--- src/rtl/tnn_sched_pkg.sv ---
// Shared types and helpers for the TNN core scheduler and its round-robin arbiter.
package tnn_sched_pkg;

   localparam int FEAT_W = 2;
   localparam int NFEAT  = 9;
   localparam int VEC_W  = FEAT_W * NFEAT;

   typedef enum logic [1:0] {
      IDLE,
      WAIT,
      RESULT
   } state_t;

   // Index width that never collapses to zero bits, even for N <= 2.
   function automatic int clog2_min1(input int n);
      return (n <= 2) ? 1 : $clog2(n);
   endfunction

endpackage

--- src/rtl/tnn_core_scheduler_rr_arbiter.sv ---
// Combinational round-robin arbiter: one-hot grant, searching upward from last+1 with wrap.
module rr_arbiter
   import tnn_sched_pkg::*;
#(
   parameter int N = 4
) (
   input  logic [N-1:0]               req,
   input  logic [clog2_min1(N)-1:0]   last,
   output logic [N-1:0]               grant
);

   localparam int LW = clog2_min1(N);

   logic          found;
   logic [LW-1:0] idx;

   always_comb begin
      grant = '0;
      found = 1'b0;
      idx   = '0;
      for (int k = 1; k <= N; k++) begin
         idx = LW'((int'(last) + k) % N);
         if (!found && req[idx]) begin
            grant[idx] = 1'b1;
            found      = 1'b1;
         end
      end
   end

endmodule

--- src/rtl/tnn_core_scheduler.sv ---
// Time-shares one combinational TNN classifier core among NREQ requesters,
// with a settle window and a buffered, id-tagged result.
//
// state  | meaning
// IDLE   | arbitrate; a grant latches the winner's sample onto core_feat
// WAIT   | core_feat held, wait counter runs down; core_out sampled at count 1
// RESULT | res_valid high until the consumer takes the result
module tnn_core_scheduler #(
   parameter int NREQ        = 4,
   parameter int FEAT_W      = tnn_sched_pkg::FEAT_W,
   parameter int NFEAT       = tnn_sched_pkg::NFEAT,
   parameter int EVAL_CYCLES = 1,
   parameter int CNT_W       = 16,
   localparam int VEC_W      = FEAT_W * NFEAT,
   localparam int ID_W       = tnn_sched_pkg::clog2_min1(NREQ)
) (
   input  logic                    clk,
   input  logic                    rst,
   input  logic [NREQ-1:0]         req_valid,
   output logic [NREQ-1:0]         req_ready,
   input  logic [NREQ*VEC_W-1:0]   req_feat,
   output logic [VEC_W-1:0]        core_feat,
   input  logic                    core_out,
   output logic                    res_valid,
   input  logic                    res_ready,
   output logic [ID_W-1:0]         res_id,
   output logic                    res_class,
   output logic                    busy,
   output logic [CNT_W-1:0]        eval_count
);

   localparam int CW = tnn_sched_pkg::clog2_min1(EVAL_CYCLES + 1);

   tnn_sched_pkg::state_t state, state_nx;

   logic [ID_W-1:0]  last_grant;
   logic [ID_W-1:0]  win_id;
   logic [NREQ-1:0]  grant;
   logic [VEC_W-1:0] win_feat;
   logic [CW-1:0]    wait_cnt;
   logic             do_grant;
   logic             do_sample;
   logic             do_done;

   rr_arbiter #(.N(NREQ)) u_arb (
      .req   (req_valid),
      .last  (last_grant),
      .grant (grant)
   );

   always_comb begin
      win_id   = '0;
      win_feat = '0;
      for (int i = 0; i < NREQ; i++) begin
         if (grant[i]) begin
            win_id   = ID_W'(i);
            win_feat = req_feat[i*VEC_W +: VEC_W];
         end
      end
   end

   always_comb begin
      state_nx  = state;
      req_ready = '0;
      do_grant  = 1'b0;
      do_sample = 1'b0;
      do_done   = 1'b0;
      case (state)
         tnn_sched_pkg::IDLE: begin
            req_ready = grant;
            if (|req_valid) begin
               do_grant = 1'b1;
               state_nx = tnn_sched_pkg::WAIT;
            end
         end
         tnn_sched_pkg::WAIT: begin
            if (wait_cnt == CW'(1)) begin
               do_sample = 1'b1;
               state_nx  = tnn_sched_pkg::RESULT;
            end
         end
         tnn_sched_pkg::RESULT: begin
            if (res_ready) begin
               do_done  = 1'b1;
               state_nx = tnn_sched_pkg::IDLE;
            end
         end
         default: state_nx = tnn_sched_pkg::IDLE;
      endcase
   end

   always_ff @(posedge clk or posedge rst) begin
      if (rst) state <= tnn_sched_pkg::IDLE;
      else     state <= state_nx;
   end

   // last_grant resets to NREQ-1 so requester 0 has first priority.
   always_ff @(posedge clk or posedge rst) begin
      if (rst) begin
         core_feat  <= '0;
         res_id     <= '0;
         res_class  <= 1'b0;
         last_grant <= ID_W'(NREQ - 1);
         wait_cnt   <= '0;
         eval_count <= '0;
      end else begin
         if (do_grant) begin
            core_feat  <= win_feat;
            res_id     <= win_id;
            last_grant <= win_id;
            wait_cnt   <= CW'(EVAL_CYCLES);
         end else if (state == tnn_sched_pkg::WAIT) begin
            wait_cnt <= wait_cnt - CW'(1);
         end
         if (do_sample)
            res_class <= core_out;
         if (do_done && (eval_count != '1))
            eval_count <= eval_count + CNT_W'(1);
      end
   end

   assign res_valid = (state == tnn_sched_pkg::RESULT);
   assign busy      = (state != tnn_sched_pkg::IDLE);

endmodule

--- config.mk ---
export PLATFORM = sky130hd
export DESIGN_NAME = tnn_core_scheduler
export DESIGN_NICKNAME = d
export VERILOG_FILES = /design/src/rtl/tnn_sched_pkg.sv /design/src/rtl/tnn_core_scheduler_rr_arbiter.sv /design/src/rtl/tnn_core_scheduler.sv
export SDC_FILE = /design/constraint.sdc
export NUM_CORES = 1
export LEC_CHECK = 0
export ABC_AREA = 1
export BUFFER_PORTS_ARGS = -buffer_cell sky130_fd_sc_hd__clkbuf_2
export CAP_MARGIN = 10
export CORE_ASPECT_RATIO = 0.9
export CORE_MARGIN = 8
export CORE_UTILIZATION = 53
export DETAILED_ROUTE_END_ITERATION = 10
export GPL_ROUTABILITY_DRIVEN = 1
export PLACE_DENSITY = 0.95
export SLEW_MARGIN = 20
export SYNTH_ARGS = -nofsm -noshare
export SYNTH_HDL_FRONTEND = slang
export SYNTH_SLANG_ARGS = --single-unit
--- constraint.sdc ---
create_clock -name clk -period 5.86 [get_ports clk]
set_input_delay 0 -clock clk [delete_from_list [all_inputs] [get_ports clk]]
set_output_delay 0 -clock clk [all_outputs]
set_load 0.01 [all_outputs]
Word level (Yosys, flattened, before mapping)
Index checks and enable logic that the tools add are counted.
{"block": "totals", "register_bits": 42, "in_bits": 80, "out_inout_bits": 43}
{"block": "op_classes", "n_addsub": 6, "magnitude_cmp": 8, "eq_ne": 6, "muxes": 43, "n_bitwise": 3, "n_reduce_logical": 16}
{"op": "18-bit two-way mux", "n": 4}
{"op": "1-bit two-way mux", "n": 20}
{"op": "4-bit two-way mux", "n": 5}
{"op": "16-bit by 1-bit adder with 16-bit output (second input constant)", "n": 1}
{"op": "16-bit inequality test (second input constant)", "n": 1}
{"op": "2-bit by 3-bit < comparator with 1-bit output (second input constant)", "n": 4}
{"op": "4-bit bitwise OR", "n": 3}
{"op": "2-bit two-way mux", "n": 5}
{"op": "1-bit binary-select mux with 2-bit select", "n": 4}
{"op": "1-bit demux with 2-bit select", "n": 4}
{"op": "2-bit by 1-bit >= comparator with 1-bit output (second input constant)", "n": 4}
{"op": "1-bit logical AND", "n": 8}
{"op": "2-bit case mux with 3 select lines", "n": 1}
{"op": "2-bit by 1-bit adder with 2-bit output (second input constant)", "n": 2}
{"op": "2-bit adder (second input constant)", "n": 2}
{"op": "2-bit inequality test (second input constant)", "n": 2}
{"op": "2-bit nonzero test", "n": 2}
{"op": "4-bit OR reduction", "n": 1}
{"op": "1-bit logical NOT", "n": 3}
{"op": "3-bit AND reduction", "n": 1}
{"op": "2-bit by 1-bit == test with 1-bit output (second input constant)", "n": 1}
{"op": "2-bit == test (second input constant)", "n": 1}
{"op": "2-bit logical NOT", "n": 1}
{"op": "2-bit by 1-bit inequality test with 1-bit output (second input constant)", "n": 1}
{"op": "1-bit subtractor (second input constant)", "n": 1}

Depth between registers and ports, before layout
Gate-level depths: netlist of run 1.
{"block": "depth", "word_depth": 17, "ltp_mapped": 16}

Hierarchy
From an unflattened synthesis of run 1, not the netlist that was laid out.
{"block": "hier_totals", "hier_cells": 441, "area_unflattened_um2": 3026.7}
{"module": "tnn_core_scheduler", "n_inst": 1, "cells_per_inst": 366, "area_each_um2": 2605.0, "seq_area_each_um2": 1053.5}
{"module": "rr_arbiter", "n_inst": 1, "cells_per_inst": 75, "area_each_um2": 421.7, "seq_area_each_um2": 0.0}

Worst setup path after synthesis of run 1
Ideal clock, no wire load.
{"block": "synth_path", "path_type": "reg2reg", "from": "register last_grant[0]", "to": "register core_feat[9]", "setup_time_ps": 116, "t_arrival_ps": 2200, "setup_slack_ps": 3544, "stages_incl_launch_ff": 17, "cell_sequence": "dfstp_2 > inv_2 > ha_1 > inv_1 > nand3_2 > nand2_4 > nand2_4 > nor2_4 > nand2_1 > nand3_2 > buf_6 > buf_12 > nor2_2 > nand2_1 > nand3_1 > nand2_1 > nand2_1"}
{"block": "synth_between", "elab_chain_len": 17}
{"element": "start, declared", "line_no": "tnn_core_scheduler.sv:36", "text": "logic [ID_W-1:0] last_grant;"}
{"element": "start signal, assigned", "line_no": "tnn_core_scheduler.sv:103", "text": "last_grant <= ID_W'(NREQ - 1);"}
{"element": "start signal, assigned", "line_no": "tnn_core_scheduler.sv:110", "text": "last_grant <= win_id;"}
{"element": "branches (longest 12 deep; another with 2-bit by 3-bit < comparator with 1-bit output)"}
{"element": "4-bit two-way mux *", "line_no": "tnn_core_scheduler_rr_arbiter.sv:23", "text": "if (!found && req[idx]) begin"}
{"element": "18-bit two-way mux (3 in a row)", "line_no": "tnn_core_scheduler.sv:55", "text": "if (grant[i]) begin"}
{"element": "18-bit two-way mux *", "line_no": "tnn_core_scheduler.sv:55"}
{"element": "end signal, assigned", "line_no": "tnn_core_scheduler.sv:108", "text": "core_feat <= win_feat;"}
{"element": "end, declared", "line_no": "tnn_core_scheduler.sv:22", "text": "output logic [VEC_W-1:0] core_feat,"}
Every way passes the cells marked *. The select of a mux whose other input is x is not followed.
A chain may end at the register's enable or synchronous reset.

Worst setup path in the final report of run 1
{"block": "layout_path", "from": "register last_grant[1]", "to": "output req_ready[2]"}
{"block": "layout_between", "elab_chain_len": 14}
{"element": "branches (longest 12 deep; another with 2-bit by 3-bit < comparator with 1-bit output)"}
{"element": "4-bit two-way mux *", "line_no": "tnn_core_scheduler_rr_arbiter.sv:23"}
{"element": "4-bit two-way mux *", "line_no": "tnn_core_scheduler.sv:68", "text": "case (state)"}
{"element": "end, declared", "line_no": "tnn_core_scheduler.sv:20", "text": "output logic [NREQ-1:0] req_ready,"}
Marks and branches as above.

==> impl_metrics.json, run 1 <==
{
  "cpPeakStageDelay_ps": 630,
  "cts-root-buf": "clkbuf_8",
  "fin_area_um2": 3685,
  "overflow": 0,
  "n_antenna_cell": 0,
  "critPathArrivalTime_ps": 3460,
  "die_x_um": 95.13,
  "critPathKind": "flip-flop to output port",
  "num-fill-cells": 518,
  "grt_pass1_wl_mm": 13.66,
  "path_cells": "inv_1 -> ha_1 -> inv_1 -> nand3_2 -> nand2_4 -> nand2_4 -> inv_2 -> nand3_1 -> nand3_2 -> inv_2 -> nor2_1 -> clkbuf_2",
  "hp-class": "input pin to flip-flop",
  "syn_area_um2": 2987,
  "hold_viol_final": 0,
  "critical-path-slowest-cell": "dfstp_2",
  "routedWlPerCell_um": 13.75,
  "rsz0062_at_grt": "no",
  "rr_worst_depth": 14,
  "r2r_end": "core_feat[14]$_DFFE_PP0P_",
  "r2r_slack_ps": 2500,
  "slew_violations": 0,
  "track_usage_pct": 20.16,
  "coreArea_um2": 5563,
  "synthArstFlopShare_pct": 100.0,
  "ant_nets": 0,
  "num_rows": 26,
  "drive_gt1_share_pct": 30.22,
  "min_period_ps": 3464,
  "synth_area_leaders": "dfrtp_1 (34%), nand2_1 (15%), nand3_1 (10%)",
  "dp_hpwl_mm": 6.557,
  "cts.sinks": 42,
  "status": "finished clean",
  "htree_levels": 2,
  "cts-buffers-inserted": 5,
  "wl_mm": 8.471,
  "synth_cells": 428,
  "p_per_area_nw_per_um2": 582.0,
  "worst_pin_slew_ps": 1078,
  "die-area_um2": 8297,
  "synth_top_area_share_pct": 33.51,
  "synth.yosys.seq_area_share_pct": 35.27,
  "timing.slew.headroom_pct": 28.08,
  "min-delay-start": "req_feat[64]",
  "holdPathEnd": "core_feat[10]$_DFFE_PP0P_",
  "yosysUniqueCellTypes": 31,
  "irDropWorstVdd_mv": 0.2877,
  "synth_ff_type": "dfrtp_1",
  "boundaryPins": 123,
  "drtIter0Drc": 134,
  "initial_core_util_pct": 53.69,
  "worstReg2RegStart": "last_grant[1]$_DFFE_PP1P_",
  "max_freq_mhz": 288.7,
  "vias": 3149,
  "setup_violations": 0,
  "yosys.area.top_type": "dfrtp_1",
  "grt_pass1_vias": 3022,
  "synth.most_common_cell": "nand2_1",
  "fp.dieH_um": 87.22,
  "period_share_pct": 59.11,
  "io_buffers": 122,
  "dpl_cell_area_um2": 3560,
  "multiInputGateArea_um2": 1617,
  "post_cts_buffers": 0,
  "syn2layout_area_growth_pct": 23.38,
  "drtPass1Iterations": 5,
  "whs_path_depth": 5,
  "synth-seq-cells": 42,
  "fin_skew_ps": 9.288,
  "netlist_top_cells_count": "nand2_1 (118), nor2_1 (61), nand3_1 (60)",
  "nets": 634,
  "synth-edff-count": 0,
  "crit_fanout": 38,
  "grt_antenna_before_repair": 0,
  "place_congestion": 0.9451,
  "fin_tns_setup_ps": 0,
  "ys_warn_count": 0,
  "worstSkewPairLatency_ps": 300,
  "worstSetupEndpointType": "output port",
  "seqCellArea_um2": 1054,
  "syn_area_per_cell_um2": 6.978,
  "path_clk_slew_ps": 90,
  "clk_path_buf_depth": 2,
  "p_leak_nw": 2.162,
  "critPathRequiredTime_ps": 5860,
  "vias_per_cell": 5.112,
  "drv_cap": 0,
  "cts_tree": "built",
  "cp-start-kind": "flip-flop",
  "grt_max_degree": 43,
  "syn_nets": 517,
  "route.detailed.drc": 0
}
==> cell usage in the layout, fill, tap and decap left out, types with 5 or more instances in the layout <==
cell type / count
a21oi_1: 19
clkbuf_2: 122
clkbuf_8: 5
dfrtp_1: 40
ha_1: 9
inv_1: 46
inv_2: 5
nand2_1: 118
nand3_1: 60
nand3_2: 5
nor2_1: 61
nor2_2: 11
xnor2_1: 6
xor2_1: 8
==> layer usage <==
layer / part of all wire [%] / GRT usage [%] / wire length (µm)
met1: 40 / 24.11 / 3428
met2: 48 / 35.11 / 4053
met3: 10 / 4.224 / 852
met4: 1.6 / 5.949 / 136
met5: 0 / 0 / 0
==> area by class of cell <==
| cell class | count | share of cell area [%] |
|---|---|---|
| Clock buffer | 5 | 1.868 |
| Sequential cell | 42 | 28.59 |
| Timing Repair Buffer | 125 | 17.39 |
| Tap cell | 70 | 2.377 |
| Multi-Input combinational cell | 320 | 43.87 |
| Inverter | 51 | 5.195 |
| Clock inverter | 3 | 0.7131 |
==> metrics by stage <==
step | util (%) | hold slack [ps] | worst slack (ps) | total power [mW] | std cells
final | 66.24 | 20.11 | 2396 | 2.145 | 616
after CTS | 66.24 | 9.444 | 2420 | 2.145 | 616
after floorplan | - | 108.1 | 3544 | 1.685 | 428
after global routing | 66.24 | 33.12 | 2150 | 2.349 | 616
after detailed placement | 63.99 | 233.7 | 2543 | 1.935 | 605
after global placement | 63.99 | 211.1 | 2739 | 1.871 | 605
==> worst max-delay path by stage <==
| stage | start | end | slack (ps) | depth (start not counted) |
|---|---|---|---|---|
| final | last_grant[1]$_DFFE_PP1P_ | req_ready[2] | 2400 | 12 |
| after detailed placement | last_grant[1]$_DFFE_PP1P_ | res_id[1]$_DFFE_PP0P_ | 2540 | 13 |
| after global routing | last_grant[1]$_DFFE_PP1P_ | req_ready[2] | 2150 | 12 |
| after CTS | last_grant[1]$_DFFE_PP1P_ | req_ready[2] | 2420 | 12 |
| after floorplan | last_grant[0]$_DFFE_PP1P_ | core_feat[9]$_DFFE_PP0P_ | 3540 | 16 |
| after global placement | last_grant[1]$_DFFE_PP1P_ | core_feat[4]$_DFFE_PP0P_ | 2740 | 14 |
==> critical path, delay by kind of cell, from the launching register on <==
family        cells  cell delay, ps
simple gates      6            1130
flops             1             630
fa+ha+maj         1             370
buf+inv           5            1010
==> power by group <==
group / switching (mW) / internal, mW
Combinational: 0.974 / 0.485
Clock: 0.115 / 0.0886
Sequential: 0.0822 / 0.400
==> sequential cells by signal, summed over array words and instances (netlist names) <==
name	count
core_feat	18
eval_count	16
last_grant	2
res_id	2
state	2
res_class	1
wait_cnt	1
==> what timing repair did <==
action | 4_1_cts | 5_1_grt
hold buffers | 3 | 0
endpoints found under the hold margin | 42 | 0
endpoints found under the setup margin | 0 | 0
resized for setup | 0 | 0
==> cells by family after synthesis <==
kind of cell	share of synthesized area [%]
adder cells (fa/ha/maj)	3.770
XOR/XNOR	4.106
multiplexers	0.7540
AO/OA/AOI/OAI	4.022
flip-flops	35.27
buffers and inverters	10.60
AND/OR/NAND/NOR	41.47
Note: power is estimated with default switching activity, not from simulation.
==> run 2: changes to the inputs <==
--- a/config.mk
+++ b/config.mk
@@ -10,10 +10,10 @@
 export CAP_MARGIN = 10
 export CORE_ASPECT_RATIO = 0.9
 export CORE_MARGIN = 8
-export CORE_UTILIZATION = 53
+export CORE_UTILIZATION = 44
 export DETAILED_ROUTE_END_ITERATION = 10
 export GPL_ROUTABILITY_DRIVEN = 1
-export PLACE_DENSITY = 0.95
+export PLACE_DENSITY = 0.86
 export SLEW_MARGIN = 20
 export SYNTH_ARGS = -nofsm -noshare
 export SYNTH_HDL_FRONTEND = slang
==> constraint.sdc (replaced) <==
create_clock -name clk -period 3.1 [get_ports clk]
set_input_delay 0 -clock clk [delete_from_list [all_inputs] [get_ports clk]]
set_output_delay 0 -clock clk [all_outputs]
set_load 0.01 [all_outputs]
==> impl_metrics.json, run 2 (synthesis results as in run 1) <==
{
  "final_cell_mix": "clkbuf_2 (122), nand2_1 (118), nor2_1 (61)",
  "fp.dieH_um": 94.16,
  "crit_top_cell": "nand2_1",
  "dp_hpwl_mm": 6.508,
  "crit_fanout": 35,
  "cpPeakStageDelay_ps": 620,
  "route.detailed.drc": 0,
  "rr_worst_depth": 15,
  "grt_pass1_wl_mm": 13.66,
  "die_x_um": 102.8,
  "hp-class": "input pin to flip-flop",
  "grt_max_degree": 43,
  "period_share_pct": 88.41,
  "setup_violations": 0,
  "critical-path-slowest-cell": "dfstp_2",
  "routedWlPerCell_um": 13.19,
  "irDropWorstVdd_mv": 0.5119,
  "power_mw": 4.181,
  "num_rows": 28,
  "crit_buf_inv": 3,
  "fin_tns_setup_ps": 0,
  "track_usage_pct": 17.04,
  "worstReg2RegStart": "last_grant[1]$_DFFE_PP1P_",
  "critPathRequiredTime_ps": 3290,
  "grt_antenna_before_repair": 0,
  "hold_slack_ps": 24.95,
  "cp-start-kind": "flip-flop",
  "clk_path_buf_depth": 2,
  "hold_viol_final": 0,
  "p_leak_nw": 2.191,
  "multiInputGateArea_um2": 1617,
  "slew_violations": 0,
  "regMostFlops": "core_feat",
  "coreArea_um2": 6586,
  "n_antenna_cell": 0,
  "cts-root-buf": "clkbuf_8",
  "reg_top3": "core_feat: 18 flops, eval_count: 16 flops",
  "place_ws_ps": 369.5,
  "ant_nets": 0,
  "path_cells": "inv_1 -> ha_1 -> inv_1 -> nand3_2 -> nand2_4 -> nand2_4 -> nor2_4 -> nand2_1 -> nand3_2 -> buf_4 -> nor2_2 -> nand2_1 -> nand3_1 -> nand2_1 -> nand2_1",
  "drv_cap": 0,
  "max_freq_mhz": 364.9,
  "cts_resized": 0,
  "syn2layout_area_growth_pct": 26.14,
  "vias_per_cell": 4.835,
  "status": "finished clean",
  "nets": 636,
  "worst_pin_slew_ps": 893.8,
  "grt_pass1_vias": 3053,
  "cts.sinks": 42,
  "setup_slack_ps": 359.2,
  "fin_skew_ps": 7.635,
  "critPathArrivalTime_ps": 2930,
  "num-fill-cells": 639,
  "overflow": 0,
  "io_buffers": 122,
  "r2r_end": "core_feat[5]$_DFFE_PP0P_",
  "r2r_slack_ps": 360,
  "layout_commonest_cell": "clkbuf_2",
  "wl_mm": 8.413,
  "drive_gt1_share_pct": 30.66,
  "drtIter0Drc": 137,
  "seqCellArea_um2": 1054,
  "min-delay-start": "req_feat[65]",
  "cts_tree": "built",
  "min_period_ps": 2741,
  "largest_reg_flops": 18,
  "critPathKind": "flip-flop to flip-flop",
  "worstSkewPairLatency_ps": 290,
  "drtPass1Iterations": 4,
  "whs_path_depth": 5,
  "initial_core_util_pct": 45.35,
  "die-area_um2": 9684,
  "worstSetupEndpointType": "flip-flop",
  "path_clk_slew_ps": 90,
  "timing.slew.headroom_pct": 40.33,
  "htree_levels": 2,
  "critical-path-top-delay-family": "simple AND/OR/NAND/NOR gates",
  "boundaryPins": 123,
  "holdPathEnd": "core_feat[11]$_DFFE_PP0P_",
  "rsz0062_at_grt": "no",
  "p_per_area_nw_per_um2": 1110,
  "vias": 3085,
  "place_congestion": 0.8684,
  "cts-buffers-inserted": 5
}
[run 2: changes by cell type in the layout (fill, tap and decap cells not counted)]
| cell | previous run | this run |
|---|---|---|
| buf_4 | 0 | 2 |
| bufinv_16 | 0 | 2 |
| clkinv_4 | 0 | 1 |
| inv_1 | 46 | 45 |
| inv_2 | 5 | 6 |
| inv_6 | 3 | 0 |
[run 2: final cells by class]
class | count | share of cell area [%]
repair buffers | 127 | 17.40
clock inverters | 3 | 1.827
well taps | 90 | 2.989
inverters | 51 | 5.081
clock buffers | 5 | 1.827
multi-input cells | 320 | 42.91
flip-flops and latches | 42 | 27.96
[run 2: worst max-delay path by stage]
stage | depth (start not counted) | from | to | slack [ps]
2_1_floorplan | 16 | last_grant[0]$_DFFE_PP1P_ | core_feat[9]$_DFFE_PP0P_ | 780
3_3_place_gp | 15 | last_grant[1]$_DFFE_PP1P_ | core_feat[5]$_DFFE_PP0P_ | 490
3_5_place_dp | 15 | last_grant[0]$_DFFE_PP1P_ | core_feat[5]$_DFFE_PP0P_ | 370
4_1_cts | 15 | last_grant[0]$_DFFE_PP1P_ | core_feat[5]$_DFFE_PP0P_ | 360
5_1_grt | 15 | last_grant[0]$_DFFE_PP1P_ | core_feat[11]$_DFFE_PP0P_ | 90
6_report | 15 | last_grant[1]$_DFFE_PP1P_ | core_feat[5]$_DFFE_PP0P_ | 360
[run 2: timing repair]
action | 4_1_cts | 5_1_grt
hold buffers | 3 | 0
setup buffers | 0 | 0
hold endpoints to repair | 42 | 0
[run 2: worst min-delay path: stages]
cell and delay (ps):
clkbuf_2 80, nor2_1 30, nor2_1 80, nand2_1 60
nand2_1 50
[run 2: routing by layer]
layer  wire length, µm  up-vias  track usage, %  part of all wire [%]
met1              3495     1367           20.84                    42
met3               940        8           4.148                    11
met4                85        0           3.610                   1.0
met5                 0        -               0                     0
li1                  -     1576               -                     -
met2              3892      134           29.51                    46
[run 2: stage by stage]
step           cell area [µm²]  utilization [%]  cells
2_1_floorplan             2987                -    428
5_1_grt                   3767            57.20    638
3_3_place_gp              3600            54.65    627
3_5_place_dp              3600            54.65    627
6_report                  3767            57.20    638
4_1_cts                   3767            57.20    638
[run 2: report_power, final]
part / internal (mW) / switching (mW)
sequential: 0.756 / 0.149
combinational: 0.939 / 1.81
clock: 0.323 / 0.201
